<file path="src/rtl/rtc_timekeeper.sv">
// Time-of-day core: prescaled seconds/minutes/hours chain, debounced mode/add keys,
// and a registered four-digit BCD display with blanking for 12h format and field editing.
module rtc_timekeeper #(
  parameter int TICKS_PER_SEC = 65536,
  parameter int DEBOUNCE_LEN  = 1024
) (
  input  logic        clock,
  input  logic        reset,
  input  logic        key_mode,
  input  logic        key_add,
  input  logic        fmt_12h,
  output logic [4:0]  hour,
  output logic [5:0]  minute,
  output logic [5:0]  second,
  output logic [15:0] disp_bcd,
  output logic [3:0]  digit_blank,
  output logic        pm,
  output logic [2:0]  mode,
  output logic        sec_pulse
);

  localparam int PW = $clog2(TICKS_PER_SEC);
  localparam int DW = (DEBOUNCE_LEN > 1) ? $clog2(DEBOUNCE_LEN) : 1;
  localparam logic [DW-1:0] DB_LAST = DW'(DEBOUNCE_LEN - 1);
  localparam logic [PW-1:0] PS_LAST = PW'(TICKS_PER_SEC - 1);

  typedef enum logic [2:0] {
    RUN_HM     = 3'd0,
    RUN_MS     = 3'd1,
    SET_HOUR   = 3'd2,
    SET_MINUTE = 3'd3,
    STOP       = 3'd4
  } mode_t;

  mode_t         state;
  logic [1:0]    raw_keys;
  logic [1:0]    sync1;
  logic [1:0]    sync2;
  logic [1:0]    db;
  logic [1:0]    press;
  logic [DW-1:0] db_cnt [2];
  logic [PW-1:0] presc;
  logic [PW-1:0] blink_cnt;
  logic          blink_phase;
  logic          running;
  logic          tick;
  logic          add_hour;
  logic          add_min;
  logic [4:0]    disp_hour;
  logic [7:0]    hh_bcd;
  logic [7:0]    mm_bcd;
  logic [7:0]    ss_bcd;
  logic          show_ms;
  logic [15:0]   disp_next;
  logic [3:0]    blank_next;

  function automatic logic [7:0] to_bcd(input logic [5:0] v);
    logic [5:0] r;
    logic [3:0] t;
    r = v;
    t = 4'd0;
    for (int i = 0; i < 5; i++) begin
      if (r >= 6'd10) begin
        r = r - 6'd10;
        t = t + 4'd1;
      end
    end
    return {t, r[3:0]};
  endfunction

  assign raw_keys = {key_add, key_mode};

  // Key path: two-flop synchroniser, then a counter that must see DEBOUNCE_LEN
  // consecutive disagreeing samples before the debounced level follows.
  always_ff @(posedge clock or negedge reset) begin
    if (!reset) begin
      sync1 <= '0;
      sync2 <= '0;
      db    <= '0;
      press <= '0;
      for (int k = 0; k < 2; k++) db_cnt[k] <= '0;
    end else begin
      sync1 <= raw_keys;
      sync2 <= sync1;
      for (int k = 0; k < 2; k++) begin
        press[k] <= 1'b0;
        if (sync2[k] != db[k]) begin
          if (db_cnt[k] == DB_LAST) begin
            db[k]     <= sync2[k];
            db_cnt[k] <= '0;
            press[k]  <= sync2[k];
          end else begin
            db_cnt[k] <= db_cnt[k] + 1'b1;
          end
        end else begin
          db_cnt[k] <= '0;
        end
      end
    end
  end

  always_ff @(posedge clock or negedge reset) begin
    if (!reset) begin
      state <= RUN_HM;
    end else begin
      case (state)
        RUN_HM:     if (press[0]) state <= RUN_MS;
        RUN_MS:     if (press[0]) state <= SET_HOUR;
        SET_HOUR:   if (press[0]) state <= SET_MINUTE;
        SET_MINUTE: if (press[0]) state <= STOP;
        STOP:       if (press[0]) state <= RUN_HM;
        default:    state <= RUN_HM;
      endcase
    end
  end

  assign mode        = state;
  assign running     = (state == RUN_HM) || (state == RUN_MS);
  assign tick        = running && (presc == PS_LAST);
  assign blink_phase = ~blink_cnt[PW-1];
  // A mode press in the same cycle wins; the add is dropped.
  assign add_hour    = (state == SET_HOUR)   && press[1] && !press[0];
  assign add_min     = (state == SET_MINUTE) && press[1] && !press[0];

  always_ff @(posedge clock or negedge reset) begin
    if (!reset) begin
      presc     <= '0;
      blink_cnt <= '0;
    end else begin
      blink_cnt <= blink_cnt + 1'b1;
      if (!running || tick) presc <= '0;
      else                  presc <= presc + 1'b1;
    end
  end

  always_ff @(posedge clock or negedge reset) begin
    if (!reset) begin
      hour      <= '0;
      minute    <= '0;
      second    <= '0;
      sec_pulse <= 1'b0;
    end else begin
      sec_pulse <= tick;
      if (tick) begin
        if (second == 6'd59) begin
          second <= '0;
          if (minute == 6'd59) begin
            minute <= '0;
            hour   <= (hour == 5'd23) ? 5'd0 : hour + 5'd1;
          end else begin
            minute <= minute + 6'd1;
          end
        end else begin
          second <= second + 6'd1;
        end
      end else if (add_hour) begin
        hour <= (hour == 5'd23) ? 5'd0 : hour + 5'd1;
      end else if (add_min) begin
        minute <= (minute == 6'd59) ? 6'd0 : minute + 6'd1;
        second <= '0;
      end
    end
  end

  always_comb begin
    disp_hour = hour;
    if (fmt_12h) begin
      if (hour == 5'd0)      disp_hour = 5'd12;
      else if (hour > 5'd12) disp_hour = hour - 5'd12;
    end
    hh_bcd  = to_bcd({1'b0, disp_hour});
    mm_bcd  = to_bcd(minute);
    ss_bcd  = to_bcd(second);
    show_ms = (state == RUN_MS);
    disp_next  = show_ms ? {mm_bcd, ss_bcd} : {hh_bcd, mm_bcd};
    blank_next = 4'b0000;
    if (!show_ms && fmt_12h && (disp_hour < 5'd10)) blank_next[3] = 1'b1;
    if ((state == SET_HOUR) && !blink_phase)   blank_next[3:2] = 2'b11;
    if ((state == SET_MINUTE) && !blink_phase) blank_next[1:0] = 2'b11;
  end

  // Display stage: one cycle behind the binary fields.
  always_ff @(posedge clock or negedge reset) begin
    if (!reset) begin
      disp_bcd    <= '0;
      digit_blank <= '0;
      pm          <= 1'b0;
    end else begin
      disp_bcd    <= disp_next;
      digit_blank <= blank_next;
      pm          <= (hour >= 5'd12);
    end
  end

endmodule

</file>
<file path="config.mk">
export PLATFORM = sky130hd
export DESIGN_NAME = rtc_timekeeper
export DESIGN_NICKNAME = d
export VERILOG_FILES = /design/src/rtl/rtc_timekeeper.sv
export SDC_FILE = /design/constraint.sdc
export NUM_CORES = 1
export LEC_CHECK = 0
export ABC_CLOCK_PERIOD_IN_PS = 10900
export CAP_MARGIN = 5
export CORE_ASPECT_RATIO = 1.5
export CORE_MARGIN = 2
export CORE_UTILIZATION = 65
export CTS_CLUSTER_DIAMETER = 40
export DETAILED_ROUTE_END_ITERATION = 10
export DONT_BUFFER_PORTS = 1
export GPL_TIMING_DRIVEN = 0
export PLACE_DENSITY = 0.87
export SYNTH_ARGS = -nofsm -noshare
export SYNTH_HDL_FRONTEND = slang
export SYNTH_SLANG_ARGS = --single-unit
</file>
<file path="constraint.sdc">
create_clock -name clock -period 10.9 [get_ports clock]
set_input_delay 1.09 -clock clock [delete_from_list [all_inputs] [get_ports clock]]
set_output_delay 1.09 -clock clock [all_outputs]
set_load 0.02 [all_outputs]
</file>
After elaboration in Yosys (flattened, before gate mapping)
Cells that the tools add are included.

Memories kept: 0. Output and inout port bits: 42. Logic and storage cells: 180. Register bits after elaboration: 102. Memory bits (writable): 0. Memory bits (read-only): 0. Input bits: 5. Bits in latches: 0.

Div/mod/pow operators: 0. Shift operators: 0. Equal/unequal tests: 20. Magnitude comparators: 18. Multiply operators: 0. Bitwise operators: 0. Reductions and logical operators: 24. Multiplexer cells: 66. Add/sub/neg operators: 35.

Operator list (number): two-way mux 6 bit (21); greater-or-equal comparator 6 x 4 -> 1 bit (second input constant) (14); subtractor 6 x 4 -> 6 bit (second input constant) (11); two-way mux 4 bit (15); adder 4 x 1 -> 4 bit (second input constant) (12); two-way mux 10 bit (4); two-way mux 5 bit (8); adder 16 x 1 -> 16 bit (second input constant) (2); two-way mux 16 bit (2); adder 10 x 1 -> 10 bit (second input constant) (2); equality test 10 bit (second input constant) (2); equality test 16 bit (second input constant) (1); two-way mux 3 bit (5); one-hot mux 3 bit (5 select lines) (1); adder 6 x 1 -> 6 bit (second input constant) (2); equality test 6 bit (second input constant) (2); != test 2 bit (second input constant) (6); subtractor 4 bit (second input constant) (3); greater-or-equal comparator 5 x 4 -> 1 bit (second input constant) (2); logical AND 1 bit (9); two-way mux 1 bit (8); equality test 3 x 2 -> 1 bit (second input constant) (2); AND reduction 2 bit (3); AND reduction 3 bit (2); other kinds (17) (24).

Depth between registers and ports, before layout
Gate-level depths: netlist (run 1).

Depth after elaboration: 15. Gate-level depth with buffers: 35. Depth with buffers taken out: 33.

Least setup slack after synthesis (run 1)
OpenSTA, ideal clock, no wires.

Path kind: register to register. Start point: reg minute[2]. End point: reg disp_bcd[6]. Setup slack: 4.800 ns. Stages on the path, launching flop included: 34. Arrival time: 5.963 ns. Buffers on the path: 2. Path through: dfrtp_1 buf_2 inv_1 ha_1 nand2b_1 nand2_1 a21o_1 a21oi_1 inv_1 ha_1 nand2b_1 a21oi_2 or3_1 buf_6 o21ai_0 inv_1 ha_1 inv_1 o21ai_1 nor4_1 a31oi_2 a211o_4 nand2_1 o21ai_0 ha_1 nor2b_1 a2111oi_1 o21a_1 mux2_2 ha_1 nand2_1 a211oi_1 xnor2_1 mux2i_1.

Word-level cells in the longest chain between the ends: 11. Elaborated cells on any way between the ends: 23.

Ends and longest elaborated chain: from (decl) (RTL line 13) `output logic [5:0] minute,`; from (signal assigned) (RTL line 151) `minute <= minute + 6'd1;`; from (signal assigned) (RTL line 159) `minute <= (minute == 6'd59) ? 6'd0 : minute + 6'd1;`; subtractor 6 x 4 -> 6 bit or greater-or-equal comparator 6 x 4 -> 1 bit (tied branches) (RTL line 64, 63); two-way mux 6 bit or two-way mux 1 bit (tied branches) (RTL line 63) `if (r >= 6'd10) begin`; subtractor 6 x 4 -> 6 bit, or another cell as far along (RTL line 64) `r = r - 6'd10;`; two-way mux 6 bit or two-way mux 4 bit (tied branches) (RTL line 63); subtractor 6 x 4 -> 6 bit, or another cell as far along (RTL line 64); two-way mux 6 bit or two-way mux 4 bit (tied branches) (RTL line 63); subtractor 6 x 4 -> 6 bit, or another cell as far along (RTL line 64); two-way mux 6 bit or two-way mux 4 bit (tied branches) (RTL line 63); greater-or-equal comparator 6 x 4 -> 1 bit or adder 4 x 1 -> 4 bit (tied branches) (RTL line 63, 65); two-way mux 4 bit * (RTL line 63); two-way mux 16 bit * (RTL line 175) `disp_next = show_ms ? {mm_bcd, ss_bcd} : {hh_bcd, mm_bcd};`; named net disp_next[6] (RTL line 54) `logic [15:0] disp_next;`; to (signal assigned) (RTL line 189) `disp_bcd <= disp_next;`; to (decl) (RTL line 15) `output logic [15:0] disp_bcd,`.

The timed path passes the listed nets; every way through them passes the cells marked *. A chain may end at the register's enable or synchronous reset.

Final worst setup path (run 1)
Same ends and word-level chain as after synthesis.

==> run summary, run 1 <==
The run finished with clean final reports. The post-detailed-placement cell area is 8010 sq um. The repair_antennas step left the layout with diodes totalling 0.

Using the TritonRoute via totals, the vias-per-cell ratio works out to just over 6. The starting density of the core is 65.7%. The count of endpoints failing hold in the final timing report came out at 0.

The mux share of post-synthesis cell area is about 4.2%. The post-synthesis to final-layout area growth is 6.51%. The start point of the critical path is minute[2].

The timing-limited maximum frequency is approximately 0.14 GHz. The die width came out at 93.6 microns. The via count of the routed design came out at around 6400. The total global routing overflow is 0. Sequential cells were found to cover between 30% and 40% of the synthesized design area. The number of optimization iterations in the first detailed-route pass is 5. The worst voltage drop across the vdd grid is between 0.1 and 0.15 mV. TritonCTS built the clock tree. The post-synthesis xor/xnor area fraction came out at approximately a tenth. The number of buffers inserted by port buffering came out at 0.

The core region area came out at 11900 sq um. Synthesis produced a netlist with a net count of roughly 920. The most common cell after layout, fill and taps aside is dfrtp_1. After routing, the total negative slack on setup checks comes to 0 ns. In this run the most critical hold path is launched from sync1[0]. Grouping stages by cell kind, the critical path spends the most delay in compound AO/OA/AOI/OAI gates.

Setup violations remaining at the end of the flow were counted as 0. The worst path required time is approximately 11 ns. Counting the fill cells in the layout gives just under 900. The data arrival time of the worst path is roughly 7.4 ns. The total of cells resized after clock tree synthesis came out at 0. The actual slew at the worst max-slew pin is ~0.87 ns. The clock-pin slew on the worst setup and hold paths came out at 0.07 ns. Power spread over the standard cell area amounts to around 95 nW/um^2. The number of buffers on the longest clock path is 2.

The simple-gate share of the synthesized area came out at 22.7%. Setup repair after global routing left no endpoint under its margin. The adder-cell area share of the yosys netlist is under 10%. The final critical delay including setup and external delays came out at between 7 and 8 ns.

The cell count of the worst hold path came out at 0. The total of flip-flops plus latches after synthesis came out at roughly 100. Cells with a size suffix above 1 make up between 9 and 10% of the layout. In this run the number of cells on the critical path is 33. The overall routing resource usage came out at 27.2%.

Detailed placement ended at an HPWL of between 10 and 15 mm. The worst setup path is launched from a flop. The total wire length came out at 16.9 mm. The final critical path takes up ~66% of the cycle. The leakage power figure is between 3 and 4 nW. The synthesized-area fraction occupied by ao, oa, aoi and oai cells came out at ~19%. The via count of the first global-routing pass is 6468. The max-cap violation count is 0. The post-route clock skew is ~0.0083 ns. The standard-cell row count is 49. The maximum fanout encountered on the critical timing path is 9. The library cell contributing the largest single delay on the critical path is a2111oi_1. By instance count, the cell type seen most on the critical path is ha_1.

The number of buffer and inverter instances along the worst setup path came out at 6. The net count of the finished layout is between 900 and 1000. The final cell utilization of the core came out at between 70 and 80%. The dominant combinational cell family by area after synthesis is simple AND/OR/NAND/NOR gates. The total die area is between 10000 and 15000 sq um. The top-level I/O count is 47.

The number of pins exceeding their max-slew limit in the final report is 0. The synthesized cell area came out at ~8000 sq um. The first routing iteration left 317 violations. The weighted congestion at the end of routability-driven global placement is around 0.9. The path class of the tightest hold or removal check is flop to flop. In the synthesized netlist the async set-or-reset flop fraction comes to between 90% and 100%. In the layout the commonest cells are dfrtp_1 (101), nor2_1 (96), nand2_1 (74).

Entering global routing, the biggest net connects about 100 pins. The clock insertion delay at the later pin of the skew report came out at approximately 0.35 ns. The number of synthesized flops with an enable pin is 0. In this run, CTS created clock tree buffers numbering 9.

The max-slew headroom at the worst pin came out at around two fifths. The total number of H-tree levels is 3. For this run, the leading register cell type out of synthesis is dfrtp_1. The average footprint of a synthesized cell came out at roughly 9.0 sq um.

The critical path is of the flop to flop type. The worst register-to-register path begins at minute[2]. The delay of the slowest critical-path stage is slightly above 0.6 ns. The number of antenna violations at the first check in global routing came out at 0. The count of cells along the worst register-to-register path came out at 33. The number of warnings issued by yosys is 0. The clock root buffer is clkbuf_16. The worst setup path is captured at a flop. The count of buffers added by post-CTS timing repair for setup came out at 0.

Counting every instance in the synthesized netlist gives 870. The distinct cell type count of the synthesized netlist came out at about 110. The residual antenna-violating net count after detailed routing came out at 0. The number of hold buffers added after CTS was 0. The detail-routed net length per standard cell came out at 16.2 microns. The DRC violations left came out at 0.

The first-pass GRT wire length is slightly below 30 mm. The total number of clock tree sinks came out at slightly above 100. The die is 138 microns tall.

The final instance area came out at about 8300 sq um.
per-stage QoR:
step	hold slack (ns)	instances	worst slack, ns	total power [mW]
after floorplan	0.331	870	4.80	0.447
after global routing	0.366	1039	3.14	0.821
after detailed placement	0.345	1023	3.88	0.460
final	0.355	1039	3.70	0.793
after CTS	0.360	1039	3.81	0.798
after global placement	0.334	1023	3.95	0.458
path summary, 6_finish.rpt:
| path | slack, ns | end |
|---|---|---|
| max in group asynchronous | 10.30 | second[4] |
| worst max register to register | 3.70 | disp_bcd[6] |
| min in group asynchronous | 0.43 | disp_bcd[1] |
| worst min-delay path | 0.36 | sync2[0] |
| worst min register to register | 0.36 | sync2[0] |
| worst max-delay path | 3.70 | disp_bcd[6] |
routing by layer:
metal  global-route usage [%]  vias up  routed length, microns
met5                        0        -                       0
met4                     10.4        0                     447
met3                     4.69       41                     725
met2                     49.2      162                    8890
met1                     31.5     3097                    6790
li1                         -     3143                       -
worst register-to-register path: cells and delay by family, from the launching register on:
| kind | cells | cell delay, ns |
|---|---|---|
| AO/OA/AOI/OAI | 11 | 2.54 |
| XOR/XNOR | 1 | 0.30 |
| adder cells (fa/ha/maj) | 5 | 1.11 |
| buffers and inverters | 6 | 0.83 |
| flip-flops | 1 | 0.48 |
| multiplexers | 2 | 0.53 |
| AND/OR/NAND/NOR | 8 | 1.27 |
Yosys cell counts (all sizes together), types with 3 or more instances:
cell type | count | area share, %
o211ai | 9 | 0.86
a2111oi | 4 | 0.78
mux2 | 13 | 1.9
nor4 | 4 | 0.51
or2 | 10 | 0.86
nor3 | 14 | 1.1
and3b | 3 | 0.34
dfrtp | 101 | 32
a211oi | 9 | 0.99
a21o | 8 | 0.77
buf | 16 | 1.6
o41ai | 3 | 0.34
nand3b | 7 | 0.67
xnor2 | 49 | 5.8
a221o | 3 | 0.38
o21a | 7 | 0.69
o22a | 4 | 0.45
inv | 39 | 1.9
nand2b | 14 | 1.1
ha | 47 | 7.5
or3 | 5 | 0.40
o31ai | 13 | 1.6
nand2 | 74 | 3.6
a211o | 3 | 0.56
nand4 | 11 | 0.88
o22ai | 7 | 0.56
o32ai | 4 | 0.64
and2 | 6 | 0.48
o211a | 4 | 0.51
a31oi | 6 | 0.56
a22oi | 3 | 0.29
nor3b | 4 | 0.53
a21oi | 31 | 2.0
o32a | 3 | 0.38
nor2b | 13 | 1.0
nand3 | 35 | 2.2
o21ai | 48 | 3.1
a2bb2oi | 3 | 0.42
nor2 | 102 | 5.2
mux2i | 18 | 2.3
and3 | 17 | 1.4
xor2 | 34 | 3.8
clkbuf | 16 | 0.77
nand4b | 7 | 0.98
logic make-up after synthesis:
group / Yosys count
multiplexers: 31
AO/OA/AOI/OAI: 198
adder cells (fa/ha/maj): 47
XOR/XNOR: 83
AND/OR/NAND/NOR: 338
buffers and inverters: 72
flip-flops: 101
flip-flops by register name, summed over array words and instances (netlist names), 3 cells and up:
signal and flops:
blink_cnt 16, hour 5, disp_bcd 16, digit_blank 3, db_cnt 20, mode 3
minute 6, second 6, presc 16
where the power goes:
group | internal, mW | total [mW] | switching (mW)
Combinational | 0.0245 | 0.0568 | 0.0324
Clock | 0.193 | 0.339 | 0.146
Sequential | 0.383 | 0.397 | 0.0136
cell type report:
class                           instances  area, sq um  area share, %
Clock inverter                          5         65.1          0.781
Multi-Input combinational cell        697         4950           59.5
Inverter                               40          155           1.86
Sequential cell                       101         2530           30.3
Tap cell                              153          191           2.30
Clock buffer                           11          253           3.03
Buffer                                 32          184           2.21
Power figures use the tool's default switching activity.
==> run 2, diff against run 1 <==
--- a/config.mk
+++ b/config.mk
@@ -5,7 +5,7 @@
 export SDC_FILE = /design/constraint.sdc
 export NUM_CORES = 1
 export LEC_CHECK = 0
-export ABC_CLOCK_PERIOD_IN_PS = 10900
+export ABC_CLOCK_PERIOD_IN_PS = 6800
 export CAP_MARGIN = 5
 export CORE_ASPECT_RATIO = 1.5
 export CORE_MARGIN = 2
==> constraint.sdc (replaced) <==
create_clock -name clock -period 6.8 [get_ports clock]
set_input_delay 0.68 -clock clock [delete_from_list [all_inputs] [get_ports clock]]
set_output_delay 0.68 -clock clock [all_outputs]
set_load 0.02 [all_outputs]
==> run 2 against run 1 <==
  * Critical path type unchanged
  * Via count increased by 1.5%
  * Die area did not move
  * Register-to-register slack got worse by 3.3 ns
  * Clock power is 61% higher
  * First-iteration DRC count increased by 14%
  * Combinational power rose by 64%
  * Maximum frequency increased by 13%
==> run summary, run 2 (synthesis gave the netlist of run 1 again) <==
The setup path with the least slack is of type flop to flop. The final layout net count is between 900 and 1000. Once the floorplan was initialized, standard cells occupied 65.7% of the core. Before CTS, the worst setup slack after placement is -0.222 ns. The design draws around 1.3 mW. In this design, the critical path's most frequently occurring cell is ha_1. The post-detailed-placement cell area is roughly 8000 sq um. The hold slack is 0.0158 ns. The number of buffers on the longest clock path came out at 2. The final critical delay including setup and external delays came out at 6.38 ns. The total number of clock tree sinks is ~100.

The core region area came out at 11900 sq um. The average via count per standard cell came out at around 6.3. Dividing the detail-routed wire length by the instance count gives between 15 and 20 microns. The largest net degree at the start of global routing came out at 102. The total CTS buffers came out at 9.

The number of flip-flops under the largest register name is 20. The total wire length came out at between 15 and 20 mm. The first routing iteration left 360 violations. The number of antenna violations at the first check in global routing was 0. The total number of H-tree levels came out at 3. For flop-to-flop paths, the worst setup slack is about 0.42 ns. The period utilization came out at 93.8%. The most common cell after layout, fill and taps aside is dfrtp_1. db_cnt holds more flip-flops than any other register. The endpoint of the worst-slack reg-to-reg timing path is disp_bcd[14]. The final worst slack is 0.423 ns. At the worst endpoint, the required time is 7.02 ns.

The number of optimization iterations in the first detailed-route pass is 5. The top-level I/O count is between 40 and 50. The share of layout cells above drive strength 1 came out at 11.5%. Setup total negative slack on the finished layout was measured at 0 ns. The via count of the first global-routing pass is between 6000 and 7000. In this run the worst setup path begins at minute[2]. Timing would allow up to 0.157 GHz. The actual slew at the worst max-slew pin is about 0.85 ns.

Clock-pin slew was measured on the worst setup and hold paths at roughly 0.080 ns. At the later pin of the worst-skew pair, clock insertion delay measures ~0.36 ns. The library cell contributing the largest single delay on the critical path is dfrtp_2.

The final count of negative-setup-slack endpoints came out at 0. The final instance area came out at between 8000 and 9000 sq um. The die covers roughly 13000 sq um. At the end of routability-driven placement, the weighted congestion stood at between 0.9 and 1. The count of cells along the worst register-to-register path came out at 34. The die boundary height is 138 microns.

The analysis attributes to cell leakage a power of 3.63 nW. The post-synthesis to final-layout area growth is 7.84%. The repair_antennas step left the layout with diodes totalling 0. The number of buffers inserted by port buffering came out at 0. For this run, the total global-route usage over all layers was measured as 27.2%.

The count of endpoints failing hold in the final timing report came out at 0. The number of pins exceeding their max-slew limit in the final report is 0. The CTS tree is built. The routed layout has between 6000 and 7000 vias. The data arrival time of the worst path is 6.60 ns. STA classifies the critical path endpoint as a flop. The min-delay analysis places its worst path in the category primary input to asynchronous set/reset pin.

The die width came out at slightly above 90 microns. The total global routing overflow came out at 0. The maximum fanout encountered on the critical timing path is 9. The clock arrives with roughly 0.010 ns of skew. STA classifies the critical path startpoint as a flop.

The flow ran to the end, and the final reports show no timing, DRC or antenna violations. The worst register-to-register path begins at minute[2]. The DRC violations left is 0.

The half-perimeter wire length after placement came out at about 12 mm. The worst pin sits at a relative slew slack of a little over two fifths. IR analysis of the VDD net gives a maximum drop of 0.164 mV.

In the layout the commonest cells are dfrtp_1 (99), nor2_1 (96), nand2_1 (73). The floorplan has a little under 50 rows. For this design the ratio of total power to cell area is about 150 nW/um^2. The first-pass GRT wire length came out at about 29 mm. The final-layout fill cell count is ~880.

The max-cap violation count came out at 0. In this run the clock root is driven by a clkbuf_16. The delay of the slowest critical-path stage is between 0.4 and 0.5 ns.

In this run the remaining antenna-violating nets after routing total 0.
==> run 2: how the worst max path moves through the flow <==
| stage | endpoint | slack [ns] | cells past startpoint |
|---|---|---|---|
| after detailed placement | disp_bcd[6] | -0.22 | 33 |
| after global routing | disp_bcd[14] | -0.04 | 34 |
| final | disp_bcd[14] | 0.42 | 34 |
| after global placement | disp_bcd[6] | -0.15 | 33 |
| after CTS | disp_bcd[14] | 0.02 | 33 |
| after floorplan | disp_bcd[6] | 0.70 | 33 |
==> run 2: power by group <==
part	total, mW	internal, mW	switching, mW
Clock	0.546	0.310	0.237
Sequential	0.636	0.614	0.0219
Combinational	0.0929	0.0403	0.0526
==> run 2: cell type report <==
| type | count | area, sq um | share of cell area [%] |
|---|---|---|---|
| inverter | 40 | 155 | 1.84 |
| clock buffer | 11 | 253 | 3.00 |
| buffer | 32 | 186 | 2.21 |
| sequential | 101 | 2530 | 30.0 |
| multi-input combinational | 697 | 5000 | 59.3 |
| tap | 153 | 191 | 2.27 |
| timing repair buffer | 7 | 52.6 | 0.623 |
| clock inverter | 5 | 65.1 | 0.772 |
==> run 2: critical path, delay by kind of cell (launching register included) <==
family	cells	cell delay, ns
AND/OR/NAND/NOR	9	1.30
AO/OA/AOI/OAI	11	1.91
adder cells (fa/ha/maj)	5	1.07
buffers and inverters	6	0.73
XOR/XNOR	1	0.27
multiplexers	2	0.51
flip-flops	1	0.46
==> run 2: timing repair <==
item,4_1_cts,5_1_grt
hold buffers,0,0
setup buffers,0,7
setup endpoints to repair,8,10
pin swaps,0,6
resized for setup,3,12
==> run 2: per-stage QoR <==
stage,std cells,util (%)
6_report,1046,70.9
2_1_floorplan,870,-
3_5_place_dp,1023,67.4
5_1_grt,1046,70.9
4_1_cts,1039,70.1
3_3_place_gp,1023,67.4
==> run 2: per-layer routing <==
| layer | track usage [%] | up-vias | share of wire (%) | wire length, microns |
|---|---|---|---|---|
| li1 | - | 3162 | - | - |
| met4 | 10.5 | 0 | 2.5 | 422 |
| met2 | 49.2 | 198 | 53 | 9140 |
| met3 | 4.69 | 43 | 4.7 | 800 |
| met5 | 0 | - | 0 | 0 |
| met1 | 31.6 | 3137 | 39 | 6730 |
